===== config.mk =====
export PLATFORM = sky130hd
export DESIGN_NAME = uart_rx_word_packer_flat
export DESIGN_NICKNAME = d
export VERILOG_FILES = /design/src/rtl/uart_rx_word_packer_if.sv /design/src/rtl/uart_rx_word_packer.sv /design/src/flat_wrapper.sv
export SDC_FILE = /design/constraint.sdc
export NUM_CORES = 1
export LEC_CHECK = 0
export ABC_AREA = 0
export BUFFER_PORTS_ARGS = -buffer_cell sky130_fd_sc_hd__buf_2
export CORE_UTILIZATION = 55
export DETAILED_ROUTE_END_ITERATION = 8
export GPL_TIMING_DRIVEN = 0
export MAX_ROUTING_LAYER = met4
export PLACE_DENSITY = 0.78
export SYNTH_ARGS = -nofsm -noshare
export SYNTH_HDL_FRONTEND = slang
export SYNTH_SLANG_ARGS = --single-unit

===== constraint.sdc =====
create_clock -name i_clk -period 4.1 [get_ports i_clk]
set_input_delay 0.82 -clock i_clk [delete_from_list [all_inputs] [get_ports i_clk]]
set_output_delay 0.82 -clock i_clk [all_outputs]
set_load 0.05 [all_outputs]

===== src/rtl/uart_rx_word_packer_if.sv =====
// Word output handshake between the UART byte packer and its consumer.
//
// Signals:
//   valid : producer holds an unconsumed word
//   ready : consumer accepts the word on this clock edge
//   word  : packed word, first received byte in the LSBs
//
// Modports:
//   master : the packer (drives valid/word, observes ready)
//   slave  : the consumer (observes valid/word, drives ready)
interface uart_rx_word_packer_if #(
    parameter int W = 16
) ();
    logic         valid;
    logic         ready;
    logic [W-1:0] word;

    modport master (
        output valid,
        output word,
        input  ready
    );

    modport slave (
        input  valid,
        input  word,
        output ready
    );
endinterface


===== src/rtl/uart_rx_word_packer.sv =====
// Packs NBYTES consecutive UART bytes into one word and offers it to the
// processor side through a valid/ready handshake.
//
// The first byte received lands in the LSBs. If too many baud ticks pass
// before the next byte arrives, the stale partial word is discarded.
//
// A word completed while an earlier word is still waiting is dropped, and the
// sticky overrun flag is set.
//
// Ports:
//   i_clk          : system clock
//   i_reset        : asynchronous, active-high reset
//   i_rx_done_tick : one-cycle strobe from the receiver, i_rx_data valid
//   i_rx_data      : received byte
//   i_s_tick       : baud oversampling tick, the same one the receiver uses
//   i_clr_err      : clears the sticky o_overrun flag
//   o_byte_cnt     : number of bytes currently held in the partial word
//   o_overrun      : sticky, a completed word was dropped
//   o_timeout      : one-cycle pulse, a partial word was discarded
//   word_if        : word output handshake (master side)
//
// State table:
//   state   | meaning
//   IDLE    | no partial word held; the tick counter is idle at zero
//   COLLECT | 1..NBYTES-1 bytes held; counting ticks since the last byte
module uart_rx_word_packer #(
    parameter int DBIT          = 8,
    parameter int NBYTES        = 2,
    parameter int TIMEOUT_TICKS = 1024
) (
    input  logic                      i_clk,
    input  logic                      i_reset,
    input  logic                      i_rx_done_tick,
    input  logic [DBIT-1:0]           i_rx_data,
    input  logic                      i_s_tick,
    input  logic                      i_clr_err,
    output logic [$clog2(NBYTES):0]   o_byte_cnt,
    output logic                      o_overrun,
    output logic                      o_timeout,
    uart_rx_word_packer_if.master     word_if
);

    localparam int WORD_W = NBYTES * DBIT;
    localparam int CNT_W  = $clog2(NBYTES) + 1;
    // The width only has to hold TIMEOUT_TICKS-1, because the counter is
    // cleared on the tick that would otherwise take it past that value.
    localparam int TICK_W = $clog2(TIMEOUT_TICKS);

    localparam logic [CNT_W-1:0]  LAST_BYTE = CNT_W'(NBYTES - 1);
    localparam logic [TICK_W-1:0] TICK_LAST = TICK_W'(TIMEOUT_TICKS - 1);

    generate
        if (NBYTES < 2) begin : g_bad_nbytes
            $error("uart_rx_word_packer: NBYTES must be >= 2");
        end
        if (TIMEOUT_TICKS < 2) begin : g_bad_timeout
            $error("uart_rx_word_packer: TIMEOUT_TICKS must be >= 2");
        end
    endgenerate

    typedef enum logic {
        IDLE    = 1'b0,
        COLLECT = 1'b1
    } state_t;

    state_t              state_q;
    state_t              state_d;

    logic [WORD_W-1:0]   asm_q;
    logic [WORD_W-1:0]   full_word;
    logic [CNT_W-1:0]    byte_cnt_q;
    logic [TICK_W-1:0]   tick_cnt_q;

    logic [WORD_W-1:0]   word_q;
    logic                valid_q;
    logic                overrun_q;
    logic                timeout_q;

    logic                byte_load;
    logic                word_done;
    logic                timeout_hit;
    logic                tick_clr;
    logic                tick_inc;
    logic                drop;

    // Assembly register with the incoming byte merged into its slot. On the
    // final byte this is the complete word, written to the output register
    // in the same edge.
    always_comb begin
        full_word = asm_q;
        full_word[int'(byte_cnt_q) * DBIT +: DBIT] = i_rx_data;
    end

    always_ff @(posedge i_clk or posedge i_reset) begin
        if (i_reset) begin
            state_q <= IDLE;
        end else begin
            state_q <= state_d;
        end
    end

    always_comb begin
        state_d     = state_q;
        byte_load   = 1'b0;
        word_done   = 1'b0;
        timeout_hit = 1'b0;
        tick_clr    = 1'b0;
        tick_inc    = 1'b0;

        case (state_q)
            IDLE: begin
                if (i_rx_done_tick) begin
                    byte_load = 1'b1;
                    tick_clr  = 1'b1;
                    state_d   = COLLECT;
                end
            end

            COLLECT: begin
                // A byte takes priority over a coincident timeout tick.
                if (i_rx_done_tick) begin
                    byte_load = 1'b1;
                    tick_clr  = 1'b1;
                    if (byte_cnt_q == LAST_BYTE) begin
                        word_done = 1'b1;
                        state_d   = IDLE;
                    end
                end else if (i_s_tick) begin
                    if (tick_cnt_q == TICK_LAST) begin
                        timeout_hit = 1'b1;
                        state_d     = IDLE;
                    end else begin
                        tick_inc = 1'b1;
                    end
                end
            end

            default: begin
                state_d = IDLE;
            end
        endcase
    end

    // Assembly datapath. A completed or timed-out word leaves the register
    // cleared, ready for the next byte 0.
    always_ff @(posedge i_clk or posedge i_reset) begin
        if (i_reset) begin
            asm_q      <= '0;
            byte_cnt_q <= '0;
            tick_cnt_q <= '0;
        end else begin
            if (word_done || timeout_hit) begin
                asm_q      <= '0;
                byte_cnt_q <= '0;
            end else if (byte_load) begin
                asm_q      <= full_word;
                byte_cnt_q <= byte_cnt_q + CNT_W'(1);
            end

            if (tick_clr || timeout_hit) begin
                tick_cnt_q <= '0;
            end else if (tick_inc) begin
                tick_cnt_q <= tick_cnt_q + TICK_W'(1);
            end
        end
    end

    // A word is dropped only when the previous word is still held and is not
    // being taken on this same edge.
    assign drop = word_done && valid_q && !word_if.ready;

    // Output register. It is separate from the assembly register, so the
    // next word can be collected while this one waits for the consumer.
    always_ff @(posedge i_clk or posedge i_reset) begin
        if (i_reset) begin
            word_q    <= '0;
            valid_q   <= 1'b0;
            overrun_q <= 1'b0;
            timeout_q <= 1'b0;
        end else begin
            if (word_done && !drop) begin
                word_q  <= full_word;
                valid_q <= 1'b1;
            end else if (valid_q && word_if.ready) begin
                valid_q <= 1'b0;
            end

            // If a drop and a clear arrive together, the set wins.
            if (drop) begin
                overrun_q <= 1'b1;
            end else if (i_clr_err) begin
                overrun_q <= 1'b0;
            end

            timeout_q <= timeout_hit;
        end
    end

    assign word_if.valid = valid_q;
    assign word_if.word  = word_q;
    assign o_byte_cnt    = byte_cnt_q;
    assign o_overrun     = overrun_q;
    assign o_timeout     = timeout_q;

endmodule


===== src/flat_wrapper.sv =====
// flat-port wrapper written by rule: the top's interface ports become plain ports
module uart_rx_word_packer_flat 
#(
    parameter int DBIT          = 8,
    parameter int NBYTES        = 2,
    parameter int TIMEOUT_TICKS = 1024
)
  (i_clk, i_reset, i_rx_done_tick, i_rx_data, i_s_tick, i_clr_err, o_byte_cnt, o_overrun, o_timeout, word_if_valid, word_if_word, word_if_ready);
  uart_rx_word_packer_if #(.W(((2) * DBIT))) word_if_i ();
  input  logic i_clk;
  input  logic i_reset;
  input  logic i_rx_done_tick;
  input  logic [DBIT-1:0] i_rx_data;
  input  logic i_s_tick;
  input  logic i_clr_err;
  output logic [$clog2(NBYTES):0] o_byte_cnt;
  output logic o_overrun;
  output logic o_timeout;
  output wire logic [$bits(word_if_i.valid)-1:0] word_if_valid;
  output wire logic [$bits(word_if_i.word)-1:0] word_if_word;
  input wire logic [$bits(word_if_i.ready)-1:0] word_if_ready;
  assign word_if_valid = word_if_i.valid;
  assign word_if_word = word_if_i.word;
  assign word_if_i.ready = word_if_ready;
  uart_rx_word_packer #(.DBIT(DBIT), .NBYTES(NBYTES), .TIMEOUT_TICKS(TIMEOUT_TICKS)) u_core (.i_clk(i_clk), .i_reset(i_reset), .i_rx_done_tick(i_rx_done_tick), .i_rx_data(i_rx_data), .i_s_tick(i_s_tick), .i_clr_err(i_clr_err), .o_byte_cnt(o_byte_cnt), .o_overrun(o_overrun), .o_timeout(o_timeout), .word_if(word_if_i));
endmodule

* Word-level counts from Yosys, hierarchy flattened
Cells that the tools add are included.
Operators by class: magnitude comparators 0, $add $sub $neg 3, mux-type cells 27, equality and inequality tests 2, multipliers 0, bitwise logic cells 1, div/mod/pow operators 0, shift operators 2, reductions and logical operators 12
Operators by type and width (number):
- $neg A5 Y33 | 1
- $shift A8 B33 Y16 const A | 1
- $shiftx A8 B33 Y16 | 1
- $mux W16 | 2
- $mux W10 | 2
- $mux W1 | 19
- $bwmux W16 | 1
- $add A10 B1 Y10 const B | 1
- $eq A10 B10 Y1 const B | 1
- $reduce_bool A2 Y1 | 4
- $logic_and A1 B1 Y1 | 4
- $mux W2 | 2
- $add A2 B1 Y2 const B | 1
- $eq A2 B1 Y1 const B | 1
- $logic_not A1 Y1 | 2
- $logic_or A1 B1 Y1 | 2
- $pmux W1 S2 | 1
- $not A1 Y1 | 1
Storage, ports and cells: word-level logic and storage cells 55, memory bits (writable) 0, input bits 14, latch bits 0, register bits after elaboration 48, ROM bits 0, memories kept 0, output and inout bits 21

* Depth between registers and ports, before layout
Gate-level depths: netlist of run 1.
word-level depth 9, mapped depth 8, mapped depth without buffers 6

* Least setup slack after synthesis of run 1
No wires, ideal clock.
path type reg-to-reg, start point reg u_core.byte_cnt_q[0] (netlist: u_core.o_byte_cnt[0]), end point reg u_core.asm_q[0], data required time 4.034 ns, path slack 1.962 ns, period minus slack after synthesis 2.138 ns, arrival 2.072 ns, stages on the path, launching flop included 9, buffers on the path 2, library setup time 0.066 ns, cells stage by stage dfrtp_1 > inv_1 > ha_1 > inv_1 > and4_1 > buf_2 > and3_1 > clkbuf_1 > a22o_1
On the way: word-level cells in the longest chain between the ends 6, elaborated cells on any way between the ends 12, those cells by class add/sub (1); eq/ne (1); shift (2); mux (6); reduce/logical (2)
Ends and longest elaborated chain:
- start: declaration | RTL line uart_rx_word_packer.sv:71 | logic [CNT_W-1:0] byte_cnt_q;
- start signal: assignment | RTL line uart_rx_word_packer.sv:157 | byte_cnt_q <= byte_cnt_q + CNT_W'(1);
- branches (longest 6 deep; another with $neg A5 Y33)
- end signal: assignment | RTL line uart_rx_word_packer.sv:156 | asm_q <= full_word;
- end: declaration | RTL line uart_rx_word_packer.sv:69 | logic [WORD_W-1:0] asm_q;
Parallel ways; which one is timed is not known. The select of a mux whose other input is x is not followed. A chain may end at the register's enable or synchronous reset.

* Final worst setup path of run 1
Ends and elaborated chain as after synthesis.

==> results of run 1 <==
[cell families (layout without fill, tap and decap cells)]
group,after synthesis,count (layout)
AO/OA/AOI/OAI,59,59
AND/OR/NAND/NOR,73,73
adder cells (fa/ha/maj),4,4
XOR/XNOR,7,7
flip-flops,48,48
multiplexers,1,1
buffers and inverters,16,59
[metrics by stage]
stage	setup slack [ns]	std cells
after global routing	1.79	299
after detailed placement	1.95	291
after global placement	1.59	290
after CTS	1.99	299
final	2.01	299
after floorplan	1.96	208
[placed cells by master (no fill, tap or decap), drive strengths merged, types with 8 or more instances in the layout]
master,count
clkbuf,11
o21ai,19
a21oi,18
nor2b,16
inv,8
buf,37
nor2,9
nand2,26
a22o,16
dfrtp,48
[where the power goes]
group | switching [mW] | total [mW] | leakage (nW) | internal (mW)
registers | 0.0449 | 0.596 | 0.658 | 0.552
clock network | 0.154 | 0.275 | 0.0404 | 0.121
logic | 0.362 | 0.491 | 0.537 | 0.128
total | 0.561 | 1.36 | 1.24 | 0.801
[area by class of cell]
cell class                      count  area [um2]  area share [%]
Clock buffer                        5        68.8            2.76
Timing Repair Buffer               35         190            7.62
Inverter                            8        30.0            1.20
Multi-Input combinational cell    144         890            35.6
Buffer                              8        32.5            1.30
Clock inverter                      3        23.8           0.952
Sequential cell                    48        1200            48.1
Tap cell                           48        60.1            2.41
[final timing paths]
path | from | to | cells after the start | slack, ns
worst max-delay path | u_core.o_byte_cnt[0] | u_core.asm_q[0] | 7 | 2.01
max in group asynchronous | i_reset | u_core.asm_q[13] | 3 | 3.11
worst min-delay path | u_core.word_if.word[11] | u_core.word_if.word[11] | 2 | 0.48
min in group asynchronous | i_reset | u_core.word_if.word[14] | 2 | 0.51
worst min register to register | u_core.word_if.word[11] | u_core.word_if.word[11] | 2 | 0.48
worst max register to register | u_core.o_byte_cnt[0] | u_core.asm_q[0] | 7 | 2.01
[layer usage]
layer | GRT usage, % | up-vias | wire length (um)
li1 | - | 811 | -
met1 | 29.0 | 781 | 1870
met2 | 35.8 | 30 | 2020
met3 | 5.28 | 2 | 134
met4 | 5.28 | 0 | 12
met5 | - | - | 0
[state kept, by name, summed over array words and instances, names as in the netlist]
name                  count
u_core.word_if.valid      1
u_core.o_byte_cnt         2
u_core.o_timeout          1
u_core.tick_cnt_q        10
u_core.asm_q             16
u_core.word_if.word      16
u_core.state_q            1
u_core.o_overrun          1
[worst max-delay path, cell delays in order (launching register included)]
cell      delay [ns]
dfrtp_1         0.42
inv_1           0.14
ha_1            0.39
and4_1          0.23
buf_2           0.20
and3_1          0.17
clkbuf_1        0.30
a22o_1          0.19
==> summary.json, run 1 <==
{
  "detailed_routing": {
    "firstDrtPassIters": 4,
    "route.detailed.wl_per_inst_um": 13.5,
    "routed_wl_um": 4040,
    "drt_iter0_markers": 101,
    "drt-vias-per-instance": 5.43,
    "drtAntennaViolNets": 0,
    "drc_errors": 0,
    "route.vias.total": 1624
  },
  "synth": {
    "postSynth.topFlopCell": "dfrtp_1",
    "syn_avg_cell_area_um2": 10.4,
    "post-synth-top-area-cell": "dfrtp_1",
    "synth-seq-area-share_pct": 55.8,
    "synthSimpleGateAreaFrac_pct": 17.5,
    "post_synth_main_area_contributors": "dfrtp_1 (56%), a22o_1 (6.5%), nor2b_1 (4.6%), nand2_1 (4.4%), a21oi_1 (4.2%)",
    "ys_ff_latch": 48,
    "ys_top_cells_by_count": "dfrtp_1 (48), nand2_1 (25), a21oi_1 (18), o21ai_0 (18)",
    "yosys_warnings": 0,
    "yosysMostFrequentCell": "dfrtp_1",
    "async_set_or_reset_register_ratio_after_synthesis_pct": 100,
    "synthesis.instances": 208,
    "top_area_cell_type_share_of_the_netlist_area_pct": 55.8,
    "post_synth_xor_area_fraction_pct": 2.85,
    "main_combinational_cell_family_by_area_after_synthesis": "compound AO/OA/AOI/OAI gates",
    "synth.mux.area_fraction_pct": 0.465,
    "adder_cell_fraction_of_synth_area_pct": 2.32,
    "synth_cell_type_count": 31,
    "synth_compound_area_share_pct": 18.2,
    "syn-num-nets": 226,
    "synth_edf_count": 0,
    "post_syn_area_um2": 2150
  },
  "cts": {
    "clock_net_sink_count": 48,
    "h-tree-depth": 2,
    "cts-root-to-sink-buffers": 2,
    "post_cts_resize_count": 0,
    "clock_tree_from_tritoncts": "yes",
    "numCtsBuffers": 5,
    "cts_root_buffer": "clkbuf_8",
    "path_clk_slew_ns": 0.09,
    "cts_hold_repair.buffers": 0,
    "cts_setup_buffers": 0,
    "clkLatencyLatePin_ns": 0.29
  },
  "power": {
    "ir_worst_vdd_v": 0.000262,
    "power-per-cell-area_nw_per_um2": 546,
    "power_leakage_nw": 1.24,
    "total_power_mw": 1.36
  },
  "sta": {
    "rsz0062_at_grt": "false",
    "finalCritPeriodShare_pct": 51.1,
    "final.hold.worst_slack_ns": 0.483,
    "timing.setup.tns_ns": 0,
    "hold_viol": 0,
    "max_freq_mhz": 477,
    "clock-skew-final_ns": 0.00536,
    "slew_viol_final": 0,
    "setup_viol": 0,
    "max_slew.worst_pin.slew_ns": 0.534,
    "relSlewSlack_pct": 64.1,
    "finalCriticalPeriod_ns": 2.09
  },
  "floorplanning": {
    "design.die.area_um2": 4170,
    "rows": 22,
    "placeableCoreArea_um2": 3720,
    "die_height_um": 64.6,
    "top_level_port_count": 35,
    "die_w_um": 64.6,
    "initial_utilization_pct": 57.9
  },
  "grt": {
    "grt_use_total_pct": 22.4,
    "largest_net_degree_at_the_start_of_global_routing": 30,
    "grt_pass1_wl_um": 6910,
    "grt_antenna_before_repair": 0,
    "first_global_vias": 1509,
    "grt_remaining_overflow": 0
  },
  "worst_setup_path": {
    "worst-setup-path-type": "flop to flop",
    "crit_path_end_kind": "flop",
    "worst_ep_arrival_time_ns": 2.32,
    "cp-start-kind": "flop",
    "critPathRequiredTime_ns": 4.33,
    "crit_fanout": 10
  },
  "placed_design": {
    "post_dp_cell_area_um2": 2400,
    "dp_hpwl_um": 3060,
    "numPortBuffers": 34,
    "gp_congestion": 0.805
  },
  "hold_path": {
    "timing.hold.worst.class": "flop to flop"
  },
  "finish": {
    "fin_area_um2": 2500,
    "layout_area_growth_over_synthesis_pct": 15.9,
    "num-nets-final": 268,
    "antenna_diode_count": 0,
    "post_route_cells_drive_above_1_share_pct": 19.9,
    "fillCellCount": 315,
    "finalCoreUtilization_pct": 67.2
  },
  "status": {
    "outcome": "finished clean"
  },
  "run": {
    "total_of_max_cap_violations": 0
  }
}
(Power assumes the default switching activity.)
==> run 2, diff against run 1 <==
Settings changed: ABC_AREA 0 to 1, CORE_UTILIZATION 55 to 50, PLACE_DENSITY 0.78 to 0.74.
Clock period 4.1 ns to 1.73 ns, I/O delays scaled along.
==> summary.json, run 2 <==
{
  "detailed_routing": {
    "route.vias.total": 1778,
    "drc_errors": 0,
    "firstDrtPassIters": 4,
    "routed_wl_um": 4530,
    "drt-vias-per-instance": 4.99,
    "drt_iter0_markers": 120,
    "drtAntennaViolNets": 0,
    "route.detailed.wl_per_inst_um": 12.7
  },
  "worst_setup_path": {
    "r2r-end": "u_core.asm_q[13]",
    "crit_fanout": 10,
    "slowest_delay_ns": 0.42,
    "critical-path-top-cell-by-count": "nand2_1",
    "timing.rr.start": "u_core.o_byte_cnt[1]",
    "critPathLaunch": "u_core.o_byte_cnt[1]",
    "worstRegToRegCells": 9,
    "critical_path.cell_chain": "inv_2 -> ha_2 -> buf_6 -> nand3_4 -> nor2_4 -> nand2_1 -> o21ai_1 -> nand2_1 -> o21ai_0",
    "critPathCapture": "u_core.asm_q[13]",
    "worst_ep_arrival_time_ns": 1.84,
    "crit_path_top_delay_cell": "dfrtp_2",
    "cp-start-kind": "flop",
    "r2r_setup_slack_ns": 0.11,
    "crit_path_end_kind": "flop",
    "critPathRequiredTime_ns": 1.96,
    "worst-setup-path-type": "flop to flop"
  },
  "placed_design": {
    "place_ws_ns": -0.0725,
    "numPortBuffers": 34,
    "post_dp_cell_area_um2": 2510,
    "gp_congestion": 0.786,
    "dp_hpwl_um": 3130
  },
  "run": {
    "total_of_max_cap_violations": 0
  },
  "sta": {
    "setup_viol": 0,
    "final.hold.worst_slack_ns": -0.00639,
    "finalCritPeriodShare_pct": 93.5,
    "timing.setup.tns_ns": 0,
    "setup_ws_ns": 0.112,
    "hold_viol": 9,
    "max_freq_mhz": 618,
    "finalCriticalPeriod_ns": 1.62,
    "slew_viol_final": 0,
    "rsz0062_at_grt": "false",
    "clock-skew-final_ns": 0.00972,
    "relSlewSlack_pct": 75.7,
    "max_slew.worst_pin.slew_ns": 0.364
  },
  "finish": {
    "fillCellCount": 392,
    "num-nets-final": 321,
    "regArea_um2": 1200,
    "antenna_diode_count": 0,
    "finalCoreUtilization_pct": 61.7,
    "fin_area_um2": 2670,
    "final_common_cell": "nand2_1",
    "post_route_cells_drive_above_1_share_pct": 23.4,
    "multi_input_comb_area_um2": 870,
    "layout_area_growth_over_synthesis_pct": 18.7,
    "mostFrequentLayoutCells": "nand2_1 (87), dfrtp_1 (46), inv_1 (34), buf_2 (34), o21ai_0 (21)"
  },
  "cts": {
    "clock_net_sink_count": 48,
    "path_clk_slew_ns": 0.09,
    "clock_tree_from_tritoncts": "yes",
    "cts_root_buffer": "clkbuf_8",
    "h-tree-depth": 2,
    "cts-root-to-sink-buffers": 2,
    "clkLatencyLatePin_ns": 0.31,
    "numCtsBuffers": 5
  },
  "synth": {
    "post-synth-top-area-cell": "dfrtp_1",
    "syn_avg_cell_area_um2": 8.61,
    "synthesis.instances": 261,
    "async_set_or_reset_register_ratio_after_synthesis_pct": 100,
    "post_syn_area_um2": 2250,
    "synth_cell_type_count": 29,
    "synth-seq-area-share_pct": 53.4,
    "yosysMostFrequentCell": "nand2_1",
    "yosys_warnings": 0,
    "postSynth.topFlopCell": "dfrtp_1",
    "ys_top_cells_by_count": "nand2_1 (87), dfrtp_1 (48), inv_1 (37), o21ai_0 (23), nor2_1 (12)",
    "synth_edf_count": 0,
    "ys_ff_latch": 48,
    "syn-num-nets": 279,
    "post_synth_main_area_contributors": "dfrtp_1 (53%), nand2_1 (15%), inv_1 (6.2%), o21ai_0 (5.1%), o22ai_1 (3.1%)",
    "top_area_cell_type_share_of_the_netlist_area_pct": 53.4
  },
  "floorplanning": {
    "die_w_um": 69.1,
    "top_level_port_count": 35,
    "placeableCoreArea_um2": 4320,
    "initial_utilization_pct": 52.0,
    "die_height_um": 69.1,
    "rows": 24,
    "design.die.area_um2": 4770
  },
  "grt": {
    "grt_antenna_before_repair": 0,
    "grt_pass1_wl_um": 7610,
    "first_global_vias": 1688,
    "grt_use_total_pct": 20.7,
    "largest_net_degree_at_the_start_of_global_routing": 34,
    "grt_remaining_overflow": 0
  },
  "power": {
    "power-per-cell-area_nw_per_um2": 1750,
    "power_leakage_nw": 1.36,
    "ir_worst_vdd_v": 0.000692
  },
  "hold_path": {
    "timing.hold.worst.class": "input pin to async pin"
  },
  "status": {
    "outcome": "finished with violations",
    "failed_checks": "hold timing"
  }
}
run 2: layer usage:
metal  part of all wire, %  track usage, %
met5                     0               -
met4                   1.8            8.16
met3                   4.9            5.41
met2                    49            33.7
met1                    44            24.5
run 2: report_power, final:
part	internal (mW)	switching (mW)	leakage [nW]
combinational	0.582	1.55	0.646
clock	0.510	0.379	0.0645
sequential	1.47	0.182	0.652
run 2: worst max-delay path: cells and delay by family (launching register included):
kind                       cells  cell delay (ns)
DFF                            1             0.42
AOI/OAI and AO/OA              2             0.20
adders and majority gates      1             0.21
buffers and inverters          2             0.27
and+or+nand+nor                4             0.44
run 2: logic make-up after synthesis:
kind of cell | count (synthesis) | share of synthesized area [%]
compound gates | 43 | 10.7
buf+inv | 46 | 9.24
fa+ha+maj | 4 | 2.23
flops | 48 | 53.4
xor+xnor | 5 | 1.95
simple gates | 115 | 22.4
run 2: worst min-delay path by stage:
| stage | end | slack [ns] | cells after the start |
|---|---|---|---|
| after floorplan | u_core.word_if.valid | 0.44 | 1 |
| after global placement | u_core.word_if.word[5] | 0.46 | 2 |
| after detailed placement | u_core.word_if.word[2] | 0.34 | 2 |
| after CTS | u_core.word_if.word[2] | 0.008 | 2 |
| after global routing | u_core.word_if.word[0] | 0.01 | 2 |
| final | u_core.word_if.valid | -0.006 | 2 |
run 2: repair_timing:
action	4_1_cts	5_1_grt
setup endpoints to repair	25	21
hold buffers	0	0
setup buffers	1	0
pin swaps	1	1
resized for setup	2	8
run 2: area by class of cell:
class	count	share of cell area [%]
Buffer	6	2.25
Sequential cell	48	45.1
Timing Repair Buffer	36	7.41
Tap cell	52	2.44
Multi-Input combinational cell	167	32.6
Inverter	39	5.49
Clock buffer	7	3.61
Clock inverter	1	1.13
run 2: metrics by stage:
step	total power, mW	std cells	hold slack (ns)
2_1_floorplan	3.22	261	0.442
3_3_place_gp	3.65	347	0.456
3_5_place_dp	3.68	348	0.345
4_1_cts	4.61	357	0.00751
5_1_grt	4.94	356	0.0140
6_report	4.68	356	-0.00639
